File: config.mk
export PLATFORM = sky130hd
export DESIGN_NAME = parking_gate_counter
export DESIGN_NICKNAME = d
export VERILOG_FILES = /design/src/rtl/parking_gate_counter.sv
export SDC_FILE = /design/constraint.sdc
export NUM_CORES = 1
export LEC_CHECK = 0
export CORE_UTILIZATION = 40
export CTS_CLUSTER_DIAMETER = 40
export CTS_CLUSTER_SIZE = 8
export DETAILED_ROUTE_END_ITERATION = 6
export PLACE_DENSITY = 0.63
export SYNTH_ARGS = -nofsm -noshare
export SYNTH_HDL_FRONTEND = slang
export SYNTH_SLANG_ARGS = --single-unit
File: constraint.sdc
create_clock -name clk -period 3.2 [get_ports clk]
set_input_delay 0.64 -clock clk [delete_from_list [all_inputs] [get_ports clk]]
set_output_delay 0.64 -clock clk [all_outputs]
set_load 0.005 [all_outputs]
File: src/rtl/parking_gate_counter.sv
// Multi-gate parking occupancy counter: per-gate sensor-pair FSMs feeding a shared
// saturating occupancy register. Optional input debounce is enabled by PGC_DEBOUNCE_EN.
module parking_gate_counter #(
  parameter int  NUM_GATES  = 2,
  parameter int  CAPACITY   = 15,
  parameter int  DEB_CYCLES = 4,
  localparam int CNT_W      = $clog2(CAPACITY + 1)
) (
  input  logic                   clk,
  input  logic                   reset_n,
  input  logic [NUM_GATES-1:0]   sens_a,
  input  logic [NUM_GATES-1:0]   sens_b,
  input  logic                   occ_load,
  input  logic [CNT_W-1:0]       occ_load_val,
  input  logic                   err_clr,
  output logic [NUM_GATES-1:0]   car_enter,
  output logic [NUM_GATES-1:0]   car_exit,
  output logic [CNT_W-1:0]       occupancy,
  output logic                   full,
  output logic                   empty,
  output logic                   ovf_err,
  output logic                   unf_err,
  output logic [4*NUM_GATES-1:0] dbg_state
);

  localparam int PCW = $clog2(NUM_GATES + 1);
  localparam int SW  = CNT_W + PCW + 1;

  if (NUM_GATES < 1 || NUM_GATES > 8) begin : g_bad_gates
    $error("NUM_GATES out of range");
  end
  if (CAPACITY < 1 || CAPACITY > 65535) begin : g_bad_cap
    $error("CAPACITY out of range");
  end
  if (DEB_CYCLES < 1 || DEB_CYCLES > 255) begin : g_bad_deb
    $error("DEB_CYCLES out of range");
  end

  typedef enum logic [3:0] {
    S_IDLE    = 4'd0,
    S_EN1     = 4'd1,
    S_EN2     = 4'd2,
    S_EN3     = 4'd3,
    S_EN_DONE = 4'd4,
    S_EX1     = 4'd5,
    S_EX2     = 4'd6,
    S_EX3     = 4'd7,
    S_EX_DONE = 4'd8
  } gate_state_e;

  // Two-flop synchronizers for the asynchronous sensor inputs.
  logic [NUM_GATES-1:0] a_meta_q, a_sync_q, b_meta_q, b_sync_q;

  always_ff @(posedge clk or negedge reset_n) begin
    if (!reset_n) begin
      a_meta_q <= '0;
      a_sync_q <= '0;
      b_meta_q <= '0;
      b_sync_q <= '0;
    end else begin
      a_meta_q <= sens_a;
      a_sync_q <= a_meta_q;
      b_meta_q <= sens_b;
      b_sync_q <= b_meta_q;
    end
  end

  logic [NUM_GATES-1:0] enter_w, exit_w;

  for (genvar g = 0; g < NUM_GATES; g++) begin : g_gate
    logic [1:0]  sym_sync, sym_fsm;
    gate_state_e state_q, state_d;
    logic        en_pulse, ex_pulse;

    assign sym_sync = {a_sync_q[g], b_sync_q[g]};

`ifdef PGC_DEBOUNCE_EN
    localparam int DCW = $clog2(DEB_CYCLES + 1);
    logic [1:0]     cand_q, acc_q;
    logic [DCW-1:0] run_q, run_d;

    // run_d counts consecutive cycles (including this one) the symbol has been stable.
    always_comb begin
      run_d = run_q;
      if (sym_sync != cand_q) begin
        run_d = DCW'(1);
      end else if (run_q < DCW'(DEB_CYCLES)) begin
        run_d = run_q + DCW'(1);
      end
    end

    always_ff @(posedge clk or negedge reset_n) begin
      if (!reset_n) begin
        cand_q <= '0;
        acc_q  <= '0;
        run_q  <= '0;
      end else begin
        cand_q <= sym_sync;
        run_q  <= run_d;
        if (run_d == DCW'(DEB_CYCLES)) begin
          acc_q <= sym_sync;
        end
      end
    end

    assign sym_fsm = acc_q;
`else
    assign sym_fsm = sym_sync;
`endif

    always_ff @(posedge clk or negedge reset_n) begin
      if (!reset_n) begin
        state_q <= S_IDLE;
      end else begin
        state_q <= state_d;
      end
    end

    always_comb begin
      state_d = state_q;
      case (state_q)
        S_IDLE: begin
          if (sym_fsm == 2'b10)      state_d = S_EN1;
          else if (sym_fsm == 2'b01) state_d = S_EX1;
        end
        S_EN1: begin
          if (sym_fsm == 2'b00)      state_d = S_IDLE;
          else if (sym_fsm == 2'b11) state_d = S_EN2;
        end
        S_EN2: begin
          if (sym_fsm == 2'b01)      state_d = S_EN3;
          else if (sym_fsm == 2'b10) state_d = S_EN1;
        end
        S_EN3: begin
          if (sym_fsm == 2'b00)      state_d = S_EN_DONE;
          else if (sym_fsm == 2'b11) state_d = S_EN2;
        end
        S_EN_DONE: state_d = S_IDLE;
        S_EX1: begin
          if (sym_fsm == 2'b00)      state_d = S_IDLE;
          else if (sym_fsm == 2'b11) state_d = S_EX2;
        end
        S_EX2: begin
          if (sym_fsm == 2'b10)      state_d = S_EX3;
          else if (sym_fsm == 2'b01) state_d = S_EX1;
        end
        S_EX3: begin
          if (sym_fsm == 2'b00)      state_d = S_EX_DONE;
          else if (sym_fsm == 2'b11) state_d = S_EX2;
        end
        S_EX_DONE: state_d = S_IDLE;
        default:   state_d = S_IDLE;
      endcase
    end

    always_comb begin
      en_pulse = (state_q == S_EN_DONE);
      ex_pulse = (state_q == S_EX_DONE);
    end

    assign enter_w[g]             = en_pulse;
    assign exit_w[g]              = ex_pulse;
    assign dbg_state[4*g +: 4]    = state_q;
  end

  assign car_enter = enter_w;
  assign car_exit  = exit_w;

  logic [CNT_W-1:0]     occ_q, occ_d, load_clamped;
  logic                 ovf_q, ovf_d, unf_q, unf_d;
  logic [PCW-1:0]       n_en, n_ex;
  logic signed [SW-1:0] nxt;

  // Signed net change is wide enough that both overflow and underflow stay representable.
  always_comb begin
    n_en = '0;
    n_ex = '0;
    for (int i = 0; i < NUM_GATES; i++) begin
      n_en = n_en + PCW'(enter_w[i]);
      n_ex = n_ex + PCW'(exit_w[i]);
    end
    nxt = $signed(SW'(occ_q)) + $signed(SW'(n_en)) - $signed(SW'(n_ex));
    load_clamped = (occ_load_val > CNT_W'(CAPACITY)) ? CNT_W'(CAPACITY) : occ_load_val;
  end

  always_comb begin
    occ_d = occ_q;
    ovf_d = ovf_q & ~err_clr;
    unf_d = unf_q & ~err_clr;
    if (occ_load) begin
      occ_d = load_clamped;
    end else if (nxt > $signed(SW'(CAPACITY))) begin
      occ_d = CNT_W'(CAPACITY);
      ovf_d = 1'b1;
    end else if (nxt < 0) begin
      occ_d = '0;
      unf_d = 1'b1;
    end else begin
      occ_d = CNT_W'(nxt);
    end
  end

  always_ff @(posedge clk or negedge reset_n) begin
    if (!reset_n) begin
      occ_q <= '0;
      ovf_q <= 1'b0;
      unf_q <= 1'b0;
    end else begin
      occ_q <= occ_d;
      ovf_q <= ovf_d;
      unf_q <= unf_d;
    end
  end

  assign occupancy = occ_q;
  assign full      = (occ_q == CNT_W'(CAPACITY));
  assign empty     = (occ_q == '0);
  assign ovf_err   = ovf_q;
  assign unf_err   = unf_q;

endmodule

* Word-level counts from Yosys, hierarchy flattened
Cells that the tools add are included.
** Word-level totals
- Memories kept :: 0
- Output and inout bits :: 20
- Bits in latches :: 0
- ROM bits :: 0
- Memory bits (writable) :: 0
- Bits in registers :: 22
- Bits of input ports :: 12
** Operators by class
- Multipliers :: 0
- Add/sub/neg operators :: 4
- Shift-type cells :: 0
- Multiplexer cells :: 33
- Equal/unequal tests :: 25
- Div/mod/pow operators :: 0
- Reduce and logical (&&, ||, !) cells :: 5
- Bitwise gates (word level) :: 3
- $lt $le $gt $ge :: 3
** Operators with widths (count)
- 4-bit two-way mux :: 26
- 4-bit one-hot mux with 7 select lines :: 2
- 4-bit by 3-bit equality test with 1-bit output (second input constant) :: 8
- 4-bit by 2-bit equality test with 1-bit output (second input constant) :: 4
- 4-bit equality test (second input constant) :: 3
- 4-bit logical NOT :: 3
- 2-bit equality test (second input constant) :: 4
- 4-bit by 1-bit equality test with 1-bit output (second input constant) :: 2
- 6-bit by 5-bit > comparator with 1-bit output (second input constant) :: 1
- 6-bit by 1-bit less-than comparator with 1-bit output (second input constant) :: 1
- 3-bit inequality test (second input constant) :: 2
- 5-bit by 2-bit subtractor with 6-bit output :: 1
- 4-bit by 2-bit adder with 5-bit output :: 1
- 1-bit two-way mux :: 5
- 1-bit by 1-bit adder with 2-bit output :: 2
- 2-bit by 1-bit equality test with 1-bit output (second input constant) :: 2
- 4-bit > comparator (second input constant) :: 1
- 2-bit logical NOT :: 2
- 1-bit AND :: 2
- 1-bit inverter :: 1

* Logic depth before layout (Yosys ltp)
- Depth in word-level cells :: 8
- Gate-level depth with buffers :: 11
- Depth with buffers taken out :: 10

* Worst setup path after synthesis
No wires, ideal clock.
- Path type :: register to register
- Start :: reg g_gate[0].state_q[2]
- End :: reg occ_q[2] (netlist: occupancy[2])
- Setup slack :: 0.201 ns
- Cell stages (with the launch flop) :: 12
- Required time :: 3.079 ns
- Library setup time :: 0.121 ns
- Data arrival time :: 2.878 ns
- Path through :: dfrtp_1 clkbuf_1 nand2b_1 or3_1 fa_1 fa_1 inv_1 ha_1 fa_1 a21boi_0 nor2_1 a22o_1
** Between the ends
- Word-level cells in the longest chain between the ends :: 8
- Elaborated cells between the ends (all ways) :: 11
** RTL lines
- start: declaration :: RTL line 72 : gate_state_e state_q, state_d;
- start signal: assignment :: RTL line 115 : state_q <= state_d;
- 4-bit by 3-bit equality test with 1-bit output :: RTL line 157 : en_pulse = (state_q == S_EN_DONE);
- 1-bit by 1-bit adder with 2-bit output :: RTL line 179 : n_en = n_en + PCW'(enter_w[i]);
- 4-bit by 2-bit adder with 5-bit output :: RTL line 182 : nxt = $signed(SW'(occ_q)) + $signed(SW'(n_en)) - $signed(SW'(n_ex));
- 5-bit by 2-bit subtractor with 6-bit output (*) :: RTL line 182
- 6-bit by 1-bit less-than comparator with 1-bit output :: RTL line 195 : end else if (nxt < 0) begin
- 4-bit two-way mux :: RTL line 195
- 4-bit two-way mux (*) :: RTL line 192 : end else if (nxt > $signed(SW'(CAPACITY))) begin
- 4-bit two-way mux (*) :: RTL line 190 : if (occ_load) begin
- named net occ_d[2] :: RTL line 169 : logic [CNT_W-1:0] occ_q, occ_d, load_clamped;
- end signal: assignment :: RTL line 205 : occ_q <= '0;
- end signal: assignment :: RTL line 209 : occ_q <= occ_d;
- end: declaration :: RTL line 169
The timed path passes the listed nets; every way through them passes the cells marked *.
A chain may end at the register's enable or synchronous reset.

* Final worst setup path
- Start :: reg g_gate[0].state_q[3]
- End :: reg occ_q[3] (netlist: occupancy[3])
Same word-level chain as after synthesis.

==> out/metrics.yaml <==
hold_path:
  min_to: "a_sync_q[0]$_DFF_PN0_"
  hold_path_class: "register to register"
  hold-path-cell-count: 0
  min_from: "a_meta_q[0]$_DFF_PN0_"
worst_setup_path:
  r2r_cells: 10
  crit_chain: "nand2b_1 -> or3_1 -> fa_1 -> ha_1 -> inv_1 -> ha_1 -> and3b_4 -> or4_4 -> nand2_2 -> o311a_1"
  cp_slowest_cell: "or4_4"
  rr_endpoint: "occupancy[3]$_DFF_PN0_"
  reg2reg_setup_slack_ns: 0.19
  crit_top_cell: "ha_1"
  critical_path_class: "register to register"
  start_kind: "register"
  timing.critical_path.required_ns: 3.45
  r2r_start: "g_gate[0].state_q[3]$_DFFE_PN0P_"
  cp-end-kind: "register"
  critPathMaxStageDelay_ns: 0.51
  cp.arrival_ns: 3.26
  path_max_fanout: 6
sta:
  hold_violations: 0
  skew_ns: 0.0008046
  max_slew.worst_pin.slew_ns: 0.3258
  fin_setup_tns_ns: 0
  maxSlewHeadroom_pct: 78.00
  setup_viol: 0
  maxSlewViolCount: 0
  rsz0062_at_grt: "false"
  fmax_mhz: 332.5
  period_share_pct: 94.00
  period_minus_slack_ns: 3.008
  worst_slack_ns: 0.1921
placement:
  port_buffers: 31
  finalWeightedCongestion: 0.8528
  dpl-instance-area_um2: 1734
  hpwlAfterDp_um: 2207
  dp_slack_ns: 0.1274
route:
  drt_iter0_markers: 64
  wl_per_cell_um: 12.88
  dr_total_vias: 1064
  route.detailed.drc: 0
  ant_nets: 0
  drt_pre_antenna_iters: 4
  drt_wl_total_um: 2731
  via_per_inst: 5.019
synthesis:
  synth_area_um2: 1373
  ys_warn_count: 0
  syn_nets: 166
  syn_avg_cell_area_um2: 10.09
  ys_types: 36
  netlist.area_leader.share_pct: 40.11
  synth_area_leaders: "dfrtp_1, ha_1, inv_1"
  synth_edf_count: 0
  synth_async_sr_flop_share_pct: 100.0
  synth_most_common_cell: "dfrtp_1"
  synth.ff_latch_count: 22
  synth_flop_cell: "dfrtp_1"
  seq_area_frac_synth_pct: 40.11
  synth_top_area_cell: "dfrtp_1"
  synth_common_cells: "dfrtp_1, inv_1, ha_1, nor2_1, nand2b_1"
  synthCells: 136
global_routing:
  antenna_found_initial: 0
  grt_max_degree: 23
  grt_pass1_wl_um: 4588
  grt_overflow_total: 0
  gr-usage-all-layers_pct: 17.16
  grt_pass1_vias: 1055
floorplan:
  core_area_um2: 3153
  io_pins: 32
  fp.dieH_um: 60.58
  dieWidth_um: 60.58
  die-area_um2: 3670
  initial_core_util_pct: 43.53
  rows: 20
cts:
  clock_latency_ns: 0.30
  cts_sinks: 22
  cts_setup_buffers: 0
  root_buffer: "clkbuf_4"
  cts_buffer_depth: 2
  hold_buffers: 0
  cts_tree: "built"
  htree_levels: 1
  cts_buffers: 3
  clk_pin_slew_ns: 0.12
layout:
  multi_input_area_um2: 705.7
  fin_util_pct: 56.71
  final_cell_area_um2: 1788
  drive_above_1_share_pct: 9.524
  nets: 199
  diodes: 0
  synthToLayoutAreaGrowth_pct: 30.26
  seqCellArea_um2: 551.8
  n_fill_cell: 299
power_and_ir_drop:
  p_per_area_nw_per_um2: 829.8
  leakage_nw: 0.8218
  ir_drop_mv: 0.4039
status:
  status: "finished clean"
flow_run:
  maxCapViolCount: 0
==> cells by family after synthesis <==
family | count (synthesis) | share of synthesized area, %
flip-flops | 22 | 40.11
AND/OR/NAND/NOR | 45 | 19.23
XOR/XNOR | 1 | 0.6382
adder cells (fa/ha/maj) | 18 | 18.05
buffers and inverters | 27 | 8.478
AO/OA/AOI/OAI | 23 | 13.49
==> power breakdown <==
part	switching (W)	total, W	leakage [nW]	internal (W)
Combinational	0.000373	0.000817	0.526	0.000445
Sequential	0.0000963	0.000455	0.268	0.000359
Clock	0.0000851	0.000212	0.0279	0.000127
==> metrics by stage <==
stage                     total power [W]  cells  hold slack (ns)
after floorplan                 0.0009397    136           0.3312
after global placement           0.001254    208           0.3336
after detailed placement         0.001274    208           0.3347
after CTS                        0.001497    212           0.3646
after global routing             0.001610    212           0.3711
final                            0.001484    212           0.3613
==> repair_timing <==
| item | CTS | global route |
|---|---|---|
| endpoints found under the setup margin | 0 | 4 |
| resized for setup | 0 | 2 |
| endpoints found under the hold margin | 0 | 0 |
==> flip-flops by register name (all words and copies together) (netlist names) <==
| signal | cells |
|---|---|
| a_meta_q | 2 |
| a_sync_q | 2 |
| b_meta_q | 2 |
| b_sync_q | 2 |
| g_gate.state_q | 8 |
| occupancy | 4 |
| ovf_err | 1 |
| unf_err | 1 |
==> cell type report <==
type                    count  area share, %
repair buffers             37          19.87
clock buffers               3          1.260
multi-input cells          87          39.47
inverters                  18          3.779
well taps                  44          3.079
flip-flops and latches     22          30.86
clock inverters             1          1.680
==> critical path, delay by kind of cell (launching register included) <==
kind | cells | cell delay, ns
flops | 1 | 0.46
simple gates | 5 | 1.39
fa+ha+maj | 3 | 0.86
buf+inv | 1 | 0.09
compound gates | 1 | 0.16
==> cells in the final DEF, fill, tap and decap left out <==
cell type	n
o21ai_0	1
nor4b_1	3
nor3b_1	1
a221o_1	1
and3_1	2
ha_1	15
clkdlybuf4s50_1	31
o41ai_1	1
bufinv_16	1
o21bai_1	1
o211ai_1	1
nand2_2	1
dfrtp_1	21
o311a_1	1
nor2_1	13
clkbuf_4	3
nand2b_1	6
a21oi_1	5
inv_1	18
o32ai_1	1
or3_1	2
and2b_4	1
o31ai_4	1
nor3_1	5
a311oi_1	1
and3b_4	1
fa_1	3
nand3b_1	3
xnor2_1	1
a21boi_1	1
dfrtp_2	1
nand4b_1	1
or4_4	1
a211oi_1	3
buf_4	6
nand3_1	3
nand2_1	2
a22o_1	4
o21a_1	1
==> worst max-delay path by stage <==
| stage | startpoint | endpoint | slack [ns] |
|---|---|---|---|
| after floorplan | g_gate[0].state_q[2]$_DFFE_PN0P_ | occupancy[2]$_DFF_PN0_ | 0.20 |
| after global placement | g_gate[0].state_q[2]$_DFFE_PN0P_ | ovf_err$_DFF_PN0_ | 0.22 |
| after detailed placement | g_gate[0].state_q[2]$_DFFE_PN0P_ | ovf_err$_DFF_PN0_ | 0.13 |
| after CTS | g_gate[0].state_q[2]$_DFFE_PN0P_ | ovf_err$_DFF_PN0_ | 0.11 |
| after global routing | g_gate[0].state_q[3]$_DFFE_PN0P_ | ovf_err$_DFF_PN0_ | 0.06 |
| final | g_gate[0].state_q[3]$_DFFE_PN0P_ | occupancy[3]$_DFF_PN0_ | 0.19 |
==> per-layer routing <==
metal,global-route usage (%),routed length (µm),up-vias
met4,5.844,12,0
met5,0,0,-
met2,30.30,1373,33
met3,2.132,135,2
met1,21.74,1210,505
li1,-,-,524
(Power assumes the default switching activity.)
